`config.mk`:
```
export PLATFORM = sky130hd
export DESIGN_NAME = fetch_pc_unit
export DESIGN_NICKNAME = d
export VERILOG_FILES = /design/src/rtl/fetch_pc_unit_pkg.sv /design/src/rtl/fetch_pc_unit_pc_reg.sv /design/src/rtl/fetch_pc_unit.sv
export SDC_FILE = /design/constraint.sdc
export NUM_CORES = 1
export LEC_CHECK = 0
export BUFFER_PORTS_ARGS = -buffer_cell sky130_fd_sc_hd__buf_2
export CAP_MARGIN = 20
export CORE_MARGIN = 3
export CORE_UTILIZATION = 30
export DETAILED_ROUTE_END_ITERATION = 12
export PLACE_DENSITY_LB_ADDON = 0.2
export SYNTH_ARGS = -nofsm -noshare
export SYNTH_HDL_FRONTEND = slang
export SYNTH_SLANG_ARGS = --single-unit
```
`constraint.sdc`:
```
create_clock -name Clk -period 3.4 [get_ports Clk]
set_input_delay 0.34 -clock Clk [delete_from_list [all_inputs] [get_ports Clk]]
set_output_delay 0.34 -clock Clk [all_outputs]
set_load 0.05 [all_outputs]
```
`src/rtl/fetch_pc_unit_pkg.sv`:
```
// Shared encodings for the fetch PC unit: redirect kinds, FSM states, default step.
// FETCH_ANNUL_EN adds the SLOT_ANNUL state used for annulled delay slots.
package fetch_pc_unit_pkg;

    localparam int unsigned DEFAULT_STEP = 4;

    typedef enum logic [1:0] {
        RK_BCOND = 2'b00,
        RK_BA    = 2'b01,
        RK_CALL  = 2'b10,
        RK_JMPL  = 2'b11
    } redir_kind_e;

`ifdef FETCH_ANNUL_EN
    typedef enum logic [1:0] {
        ST_BOOT       = 2'b00,
        ST_RUN        = 2'b01,
        ST_SLOT_ANNUL = 2'b10
    } fetch_state_e;
`else
    typedef enum logic [1:0] {
        ST_BOOT = 2'b00,
        ST_RUN  = 2'b01
    } fetch_state_e;
`endif

endpackage

```
`src/rtl/fetch_pc_unit_pc_reg.sv`:
```
// Address register with asynchronous reset to a parameter value and load enable.
// Used for both PC and nPC.
module pc_reg #(
    parameter int unsigned           W       = 32,
    parameter logic [W-1:0]          RST_VAL = '0
) (
    input  logic         clk,
    input  logic         rst,
    input  logic         le,
    input  logic [W-1:0] d,
    output logic [W-1:0] q
);

    always_ff @(posedge clk or posedge rst) begin
        if (rst) begin
            q <= RST_VAL;
        end else if (le) begin
            q <= d;
        end
    end

endmodule

```
`src/rtl/fetch_pc_unit.sv`:
```
// SPARC-style PC/nPC sequencer with delayed branches and optional slot annul.
// Define FETCH_ANNUL_EN to enable the annul bit and the squash output.
module fetch_pc_unit
    import fetch_pc_unit_pkg::*;
#(
    parameter int unsigned       ADDR_W   = 32,
    parameter logic [ADDR_W-1:0] RESET_PC = '0,
    parameter int unsigned       STEP     = DEFAULT_STEP
) (
    input  logic              Clk,
    input  logic              R,
    input  logic              LE,
    input  logic              redir_valid,
    input  logic [1:0]        redir_kind,
    input  logic              br_taken,
    input  logic              br_annul,
    input  logic [ADDR_W-1:0] redir_target,
    output logic [ADDR_W-1:0] PC_Out,
    output logic [ADDR_W-1:0] nPC_Out,
    output logic              fetch_valid,
    output logic              squash
);

    localparam logic [ADDR_W-1:0] STEP_V    = ADDR_W'(STEP);
    localparam logic [ADDR_W-1:0] RESET_NPC = RESET_PC + STEP_V;

    fetch_state_e      state_q;
    fetch_state_e      state_d;
    redir_kind_e       kind;
    logic              accept;
    logic              take;
    logic              annul;
    logic [ADDR_W-1:0] pc_d;
    logic [ADDR_W-1:0] npc_d;

    assign kind = redir_kind_e'(redir_kind);

    // Only RUN trusts decode: BOOT has nothing in ID, SLOT_ANNUL holds a dead slot.
    assign accept = redir_valid && (state_q == ST_RUN);

    always_comb begin
        take = 1'b1;
        unique case (1'b1)
            (kind == RK_BCOND): take = br_taken;
            default:            take = 1'b1;
        endcase
    end

`ifdef FETCH_ANNUL_EN
    assign annul = br_annul
                && (((kind == RK_BCOND) && !br_taken)
                 || (kind == RK_BA));
`else
    logic annul_unused;
    assign annul_unused = br_annul;
    assign annul        = 1'b0;
`endif

    assign pc_d  = (accept && take) ? redir_target : nPC_Out;
    assign npc_d = pc_d + STEP_V;

    pc_reg #(
        .W       (ADDR_W),
        .RST_VAL (RESET_PC)
    ) u_pc (
        .clk (Clk),
        .rst (R),
        .le  (LE),
        .d   (pc_d),
        .q   (PC_Out)
    );

    pc_reg #(
        .W       (ADDR_W),
        .RST_VAL (RESET_NPC)
    ) u_npc (
        .clk (Clk),
        .rst (R),
        .le  (LE),
        .d   (npc_d),
        .q   (nPC_Out)
    );

    always_ff @(posedge Clk or posedge R) begin
        if (R) begin
            state_q <= ST_BOOT;
        end else if (LE) begin
            state_q <= state_d;
        end
    end

    always_comb begin
        state_d = state_q;
        case (state_q)
            ST_BOOT: state_d = ST_RUN;
            ST_RUN: begin
`ifdef FETCH_ANNUL_EN
                if (accept && annul) begin
                    state_d = ST_SLOT_ANNUL;
                end
`else
                state_d = (accept && annul) ? ST_RUN : ST_RUN;
`endif
            end
`ifdef FETCH_ANNUL_EN
            ST_SLOT_ANNUL: state_d = ST_RUN;
`endif
            default: state_d = ST_BOOT;
        endcase
    end

    assign fetch_valid = (state_q != ST_BOOT);

`ifdef FETCH_ANNUL_EN
    assign squash = (state_q == ST_SLOT_ANNUL);
`else
    assign squash = 1'b0;
`endif

endmodule

```
# --- After elaboration in Yosys (flattened, before gate mapping) ---
# Cells that the tools add are included.
op_classes:
  shifts: 0
  n_mul: 0
  eq_ne: 1
  n_addsub: 1
  bitwise_logic: 0
  n_lt_le_gt_ge: 0
  muxes: 3
  n_reduce_logical: 6
  n_div: 0
ops:
  columns: ["operator", "count"]
  rows:
  - ["$add A32 B3 Y32 const B", 1]
  - ["$mux W32", 1]
  - ["$logic_not A2 Y1", 2]
  - ["$eq A2 B1 Y1 const B", 1]
  - ["$logic_and A1 B1 Y1", 2]
  - ["$mux W1", 2]
  - ["$reduce_bool A2 Y1", 1]
  - ["$reduce_or A2 Y1", 1]
totals:
  ram_bits: 0
  latchBits: 0
  mem_bits_ro: 0
  memories: 0
  ff_bits: 66

# --- Longest topological paths before layout ---
logic_depth:
  depth_word: 5
  mapped_depth: 14
  ltp_nobuf: 10

# --- Modules after synthesis ---
# A second synthesis with hierarchy kept.
hier_totals:
  cells_unflattened: 391
  hier_area_um2: 4041.4
modules_own_cells:
  columns: ["mod", "seq_area_each_um2", "area_per_inst_um2", "cells_each", "instances"]
  rows:
  - ["pc_reg at u_npc", 802.0, 1350.0, 69, 1]
  - ["pc_reg at u_pc", 800.8, 1348.8, 69, 1]
  - ["fetch_pc_unit", 25.0, 1342.5, 253, 1]

# --- Least setup slack after synthesis ---
# OpenSTA, ideal clock, no wires.
synth_path:
  path_kind: "register -> register"
  start: "reg state_q[0]"
  end: "reg u_npc.q[24]"
  required_time_ps: 3306
  arrival_ps: 3650
  n_path_buf: 3
  path_slack_ps: -344
  synth_period_minus_slack_ps: 3744
  setup_ps: 94
  path_stages_with_launch: 14
  cell_sequence: "dfrtp_1 > o311a_4 > buf_2 > buf_1 > clkbuf_1 > nand2_1 > nand2_1 > ha_1 > nand4_1 > nor3_1 > o21ai_2 > or4_1 > xor2_1 > a211oi_1"
synth_between:
  elab_chain_len: 5
synth_rtl:
  columns: ["item", "line", "rtl"]
  rows:
  - ["from (decl)", "fetch_pc_unit.sv:27", "fetch_state_e state_q;"]
  - ["from (signal assigned)", "fetch_pc_unit.sv:88", "state_q <= state_d;"]
  - ["$eq A2 B1 Y1", "fetch_pc_unit.sv:39", "assign accept = redir_valid && (state_q == ST_RUN);"]
  - ["$logic_and A1 B1 Y1", "fetch_pc_unit.sv:39", null]
  - ["$logic_and A1 B1 Y1", "fetch_pc_unit.sv:59", "assign pc_d = (accept && take) ? redir_target : nPC_Out;"]
  - ["$mux W32", "fetch_pc_unit.sv:59", null]
  - ["named net pc_d[3]", "fetch_pc_unit.sv:33", "logic [ADDR_W-1:0] pc_d;"]
  - ["$add A32 B3 Y32", "fetch_pc_unit.sv:60", "assign npc_d = pc_d + STEP_V;"]
  - ["to (signal assigned)", "fetch_pc_unit_pc_reg.sv:16", "q <= RST_VAL;"]
  - ["to (signal assigned)", "fetch_pc_unit_pc_reg.sv:18", "q <= d;"]
  - ["to (decl)", "fetch_pc_unit_pc_reg.sv:11", "output logic [W-1:0] q"]
# The timed path passes the listed nets, and every way through them passes these cells.
# A chain may end at the register's enable or synchronous reset.

# --- Final worst setup path ---
layout_path:
  start: "reg u_npc.q[2]"
  end: "reg u_npc.q[24]"
layout_between:
  elab_chain_len: 2
layout_rtl:
  columns: ["item", "line"]
  rows:
  - ["$mux W32", "fetch_pc_unit.sv:59"]
  - ["named net pc_d[2]", "fetch_pc_unit.sv:33"]
  - ["$add A32 B3 Y32", "fetch_pc_unit.sv:60"]
# The timed path passes the listed nets, and every way through them passes these cells.

==> summary.md <==
| Metric | Value |
|---|---|
| Outcome | `finished, final reports clean` |
| Yosys reg bits | `63` |
| Leakage power | `2.11 nW` |
| GP Congestion | `0.906` |
| Count of final setup violators | `0` |
| FP Rows | `41` |
| Met1 Routed Length | `6170 um` |
| Slew headroom | `40.7%` |
| Post-synth net total | `537` |
| Met3 wire length | `741 um` |
| Critical Path Fanout Max | `11` |
| Critical path's slowest cell | `dfstp_2` |
| CTS tree | `done` |
| Post-route ant nets | `0` |
| Max Slew Vio Count | `0` |
| Switch Pwr | `1.25 mW` |
| Num CTS Buffers | `9` |
| Cts hold-fix bufs | `0` |
| Post-synth EDFFs | `0` |
| Critical Path AT | `3.05 ns` |
| Yosys top cell area share | `39.0%` |
| WHS Endpoint | `u_pc.q[0]$_DFFE_PP0P_` |
| Die Y-Extent | `121 um` |
| Uppermost layer routed | `met4` |
| Worst min path class | `input pin to flop` |
| RSZ-0062 raised after global routing | `false` |
| CP Launch Type | `flop` |
| Dominant cells by area after synthesis | `dfrtp_1, nand2_1, a21oi_1, nor2_1, a31oi_1` |
| Clock Sinks | `63` |
| Netlist cell types | `55` |
| Clock skew | `0.0104 ns` |
| Fraction of layout cells with a size suffix above 1 | `24.2%` |
| Max clock buf depth | `2` |
| Final hold vios | `0` |
| Most common cell type on the critical path | `o21ai_0` |
| Tot Pwr | `2.90 mW` |
| Setup TNS | `0 ns` |
| CTS root buffer | `clkbuf_16` |
| Routed vias/inst | `5.41` |
| Largest net degree at the start of global routing | `101` |
| Die W | `121 um` |
| Clk_lat worst skew | `0.34 ns` |
| RR Endpoint | `u_npc.q[24]$_DFFE_PP0P_` |
| Wire length per cell | `17.4 um` |
| Dpl hpwl | `8940 um` |
| Global route overflow | `0` |
| IO Port Bufs | `103` |
| Slowest stage delay, CP | `0.56 ns` |
| Maximum VDD drop | `0.251 mV` |
| Cells after Synth | `496` |
| Ant diodes | `0` |
| Vias in the first global route | `4021` |
| Flop pwr share | `35.5%` |
| Cell Chain, Critical Path | `inv_1 > o21ai_0 > ha_1 > nand4_1 > nor3_2 > o21ai_2 > buf_4 > or4_1 > o21ai_0 > a211oi_1` |
| Post-route minimum period | `2.88 ns` |
| Sw Ratio | `43.0%` |
| Io pins | `106` |
| Post-synthesis sequential area ratio | `39.6%` |
| Htree depth | `3` |
| Critical path class | `flop to flop` |
| Nets@finish | `624` |
| Worst R2R Path Depth | `10` |
| Die Footprint | `14700 um2` |
| Ys async rst share | `100%` |
| Cell accounting for the most synthesized area | `dfrtp_1` |
| Final Cycle Share | `84.6%` |
| Hold_sp | `redir_target[0]` |
| P_int | `1.65 mW` |
| Drt initial violations | `235` |
| PD cells | `590 nW/um2` |
| Ys Warns | `0` |
| First-pass GRT wire length | `21400 um` |
| Via count | `4098` |
| Initial antenna violation count | `0` |
| Area growth syn-to-layout | `23.4%` |
| Reg2reg setup slack | `0.52 ns` |
| Ys flop type | `dfrtp_1` |
| Residual DRC count | `0` |
| Reg-to-reg startpoint | `u_npc.q[2]$_DFFE_PP1P_` |
| Post-CTS Resized | `0` |
| Clock power share | `29.4%` |
| Hold depth | `3` |
| Worst path required time | `3.57 ns` |
| DRT Pass-1 Iters | `5` |
| Met2 WL | `5980 um` |
| Comb pwr share | `35.1%` |
| Final Cell Area | `4920 um2` |
| Kind of end point of the critical path | `flop` |
| Post-Route WL | `13200 um` |
| Avg Cell Area, Syn | `8.03 um2` |
| Synth Cell Area | `3980 um2` |
| Initial core utilization | `31.1%` |
| Max-Cap Viols | `0` |
| Total GRT Usage | `18.2%` |
| Core area | `12800 um2` |
| Max frequency | `0.348 GHz` |
| CTS clk-pin slew, worst paths | `0.05 ns` |
| Least-Margin Pin Slew | `0.887 ns` |
| Post-CTS Setup Inserts | `0` |
| Cell Area, Placed | `4650 um2` |
## cell families after synthesis
| family | Yosys count | synth area share [%] |
|---|---|---|
| AO/OA/AOI/OAI | 117 | 18.8 |
| XOR/XNOR | 21 | 4.62 |
| adder cells (fa/ha/maj) | 1 | 0.314 |
| buffers and inverters | 46 | 4.93 |
| flip-flops | 63 | 39.6 |
| multiplexers | 16 | 4.18 |
| other | 1 | 0.0942 |
| AND/OR/NAND/NOR | 231 | 27.5 |
## flip-flops by register name, indices dropped and copies added (netlist names)
register and count:
u_pc.q 32, state_q 1, u_npc.q 30
## cells in the mapped netlist, types with 2 or more instances
library cell  number
a21o_1             2
or2_2              2
o21a_1             3
clkbuf_1          18
nand3_1           24
o21ai_0           22
nand4_1           18
o22ai_1            4
nand2_1           96
inv_1              9
and4_1             9
nor4_1             4
nor3_1            11
a21oi_1           34
nand2b_1           2
a22oi_1            2
nor2_1            43
xor2_1             8
buf_1              9
a41oi_1            2
mux2i_1           11
buf_2              4
a31oi_1           25
or4_1              3
mux2_2             5
buf_4              5
a211oi_1           9
and3_1             8
nor3b_1            2
dfrtp_1           62
and2_1             4
xnor2_1           13
## power groups by stage
stage / combinational, mW / clock (mW) / sequential [mW]
2_1_floorplan: 0.343 / 0 / 1.43
3_3_place_gp: 1.01 / 0 / 1.03
3_5_place_dp: 1.02 / 0 / 1.04
4_1_cts: 1.03 / 0.875 / 1.03
5_1_grt: 1.09 / 0.907 / 1.05
6_report: 1.02 / 0.854 / 1.03
## metrics by stage
step | worst slack, ns | utilization (%) | instances | hold slack (ns)
2_1_floorplan | 0.0914 | - | 496 | 0.445
3_3_place_gp | 0.326 | 36.3 | 744 | 0.463
3_5_place_dp | 0.242 | 36.3 | 744 | 0.466
4_1_cts | 0.513 | 38.3 | 758 | 0.187
5_1_grt | 0.271 | 38.3 | 758 | 0.214
6_report | 0.524 | 38.3 | 758 | 0.198
## how the worst max path moves through the flow
| stage | start | endpoint | slack [ns] | depth (start not counted) |
|---|---|---|---|---|
| 6_report | u_npc.q[2]$_DFFE_PP1P_ | u_npc.q[24]$_DFFE_PP0P_ | 0.52 | 10 |
| 3_3_place_gp | br_taken | u_npc.q[24]$_DFFE_PP0P_ | 0.33 | 11 |
| 3_5_place_dp | br_taken | u_npc.q[24]$_DFFE_PP0P_ | 0.24 | 11 |
| 4_1_cts | state_q[0]$_DFFE_PP0P_ | u_npc.q[24]$_DFFE_PP0P_ | 0.51 | 10 |
| 2_1_floorplan | state_q[0]$_DFFE_PP0P_ | u_npc.q[24]$_DFFE_PP0P_ | 0.09 | 13 |
| 5_1_grt | u_npc.q[2]$_DFFE_PP1P_ | u_npc.q[28]$_DFFE_PP0P_ | 0.27 | 10 |
## worst max-delay path, delay by kind of cell, from the launching register on
kind / cells / cell delay (ns)
adders and majority gates: 1 / 0.33
and+or+nand+nor: 3 / 0.98
DFF: 1 / 0.56
buffers and inverters: 2 / 0.28
AOI/OAI and AO/OA: 4 / 0.58
## layer usage
| layer | up-vias | global-route usage (%) |
|---|---|---|
| li1 | 1958 | - |
| met1 | 1989 | 25.3 |
| met2 | 134 | 27.4 |
| met3 | 17 | 3.96 |
| met4 | 0 | 7.56 |
| met5 | - | 0 |
## area by class of cell
class	instances	area (um2)
Clock buffer	13	260
Clock inverter	1	5.00
Fill cell	1344	7910
Inverter	10	37.5
Multi-Input combinational cell	387	2220
Sequential cell	63	1580
Tap cell	172	215
Timing Repair Buffer	112	596
## cell usage in the layout, fill, tap and decap left out, drive strengths merged, types with 18 or more instances in the layout
cell,count
a21oi,34
a31oi,25
buf,112
dfrtp,62
nand2,96
nand3,24
nand4,18
nor2,43
o21ai,23
(Power assumes the default switching activity.)
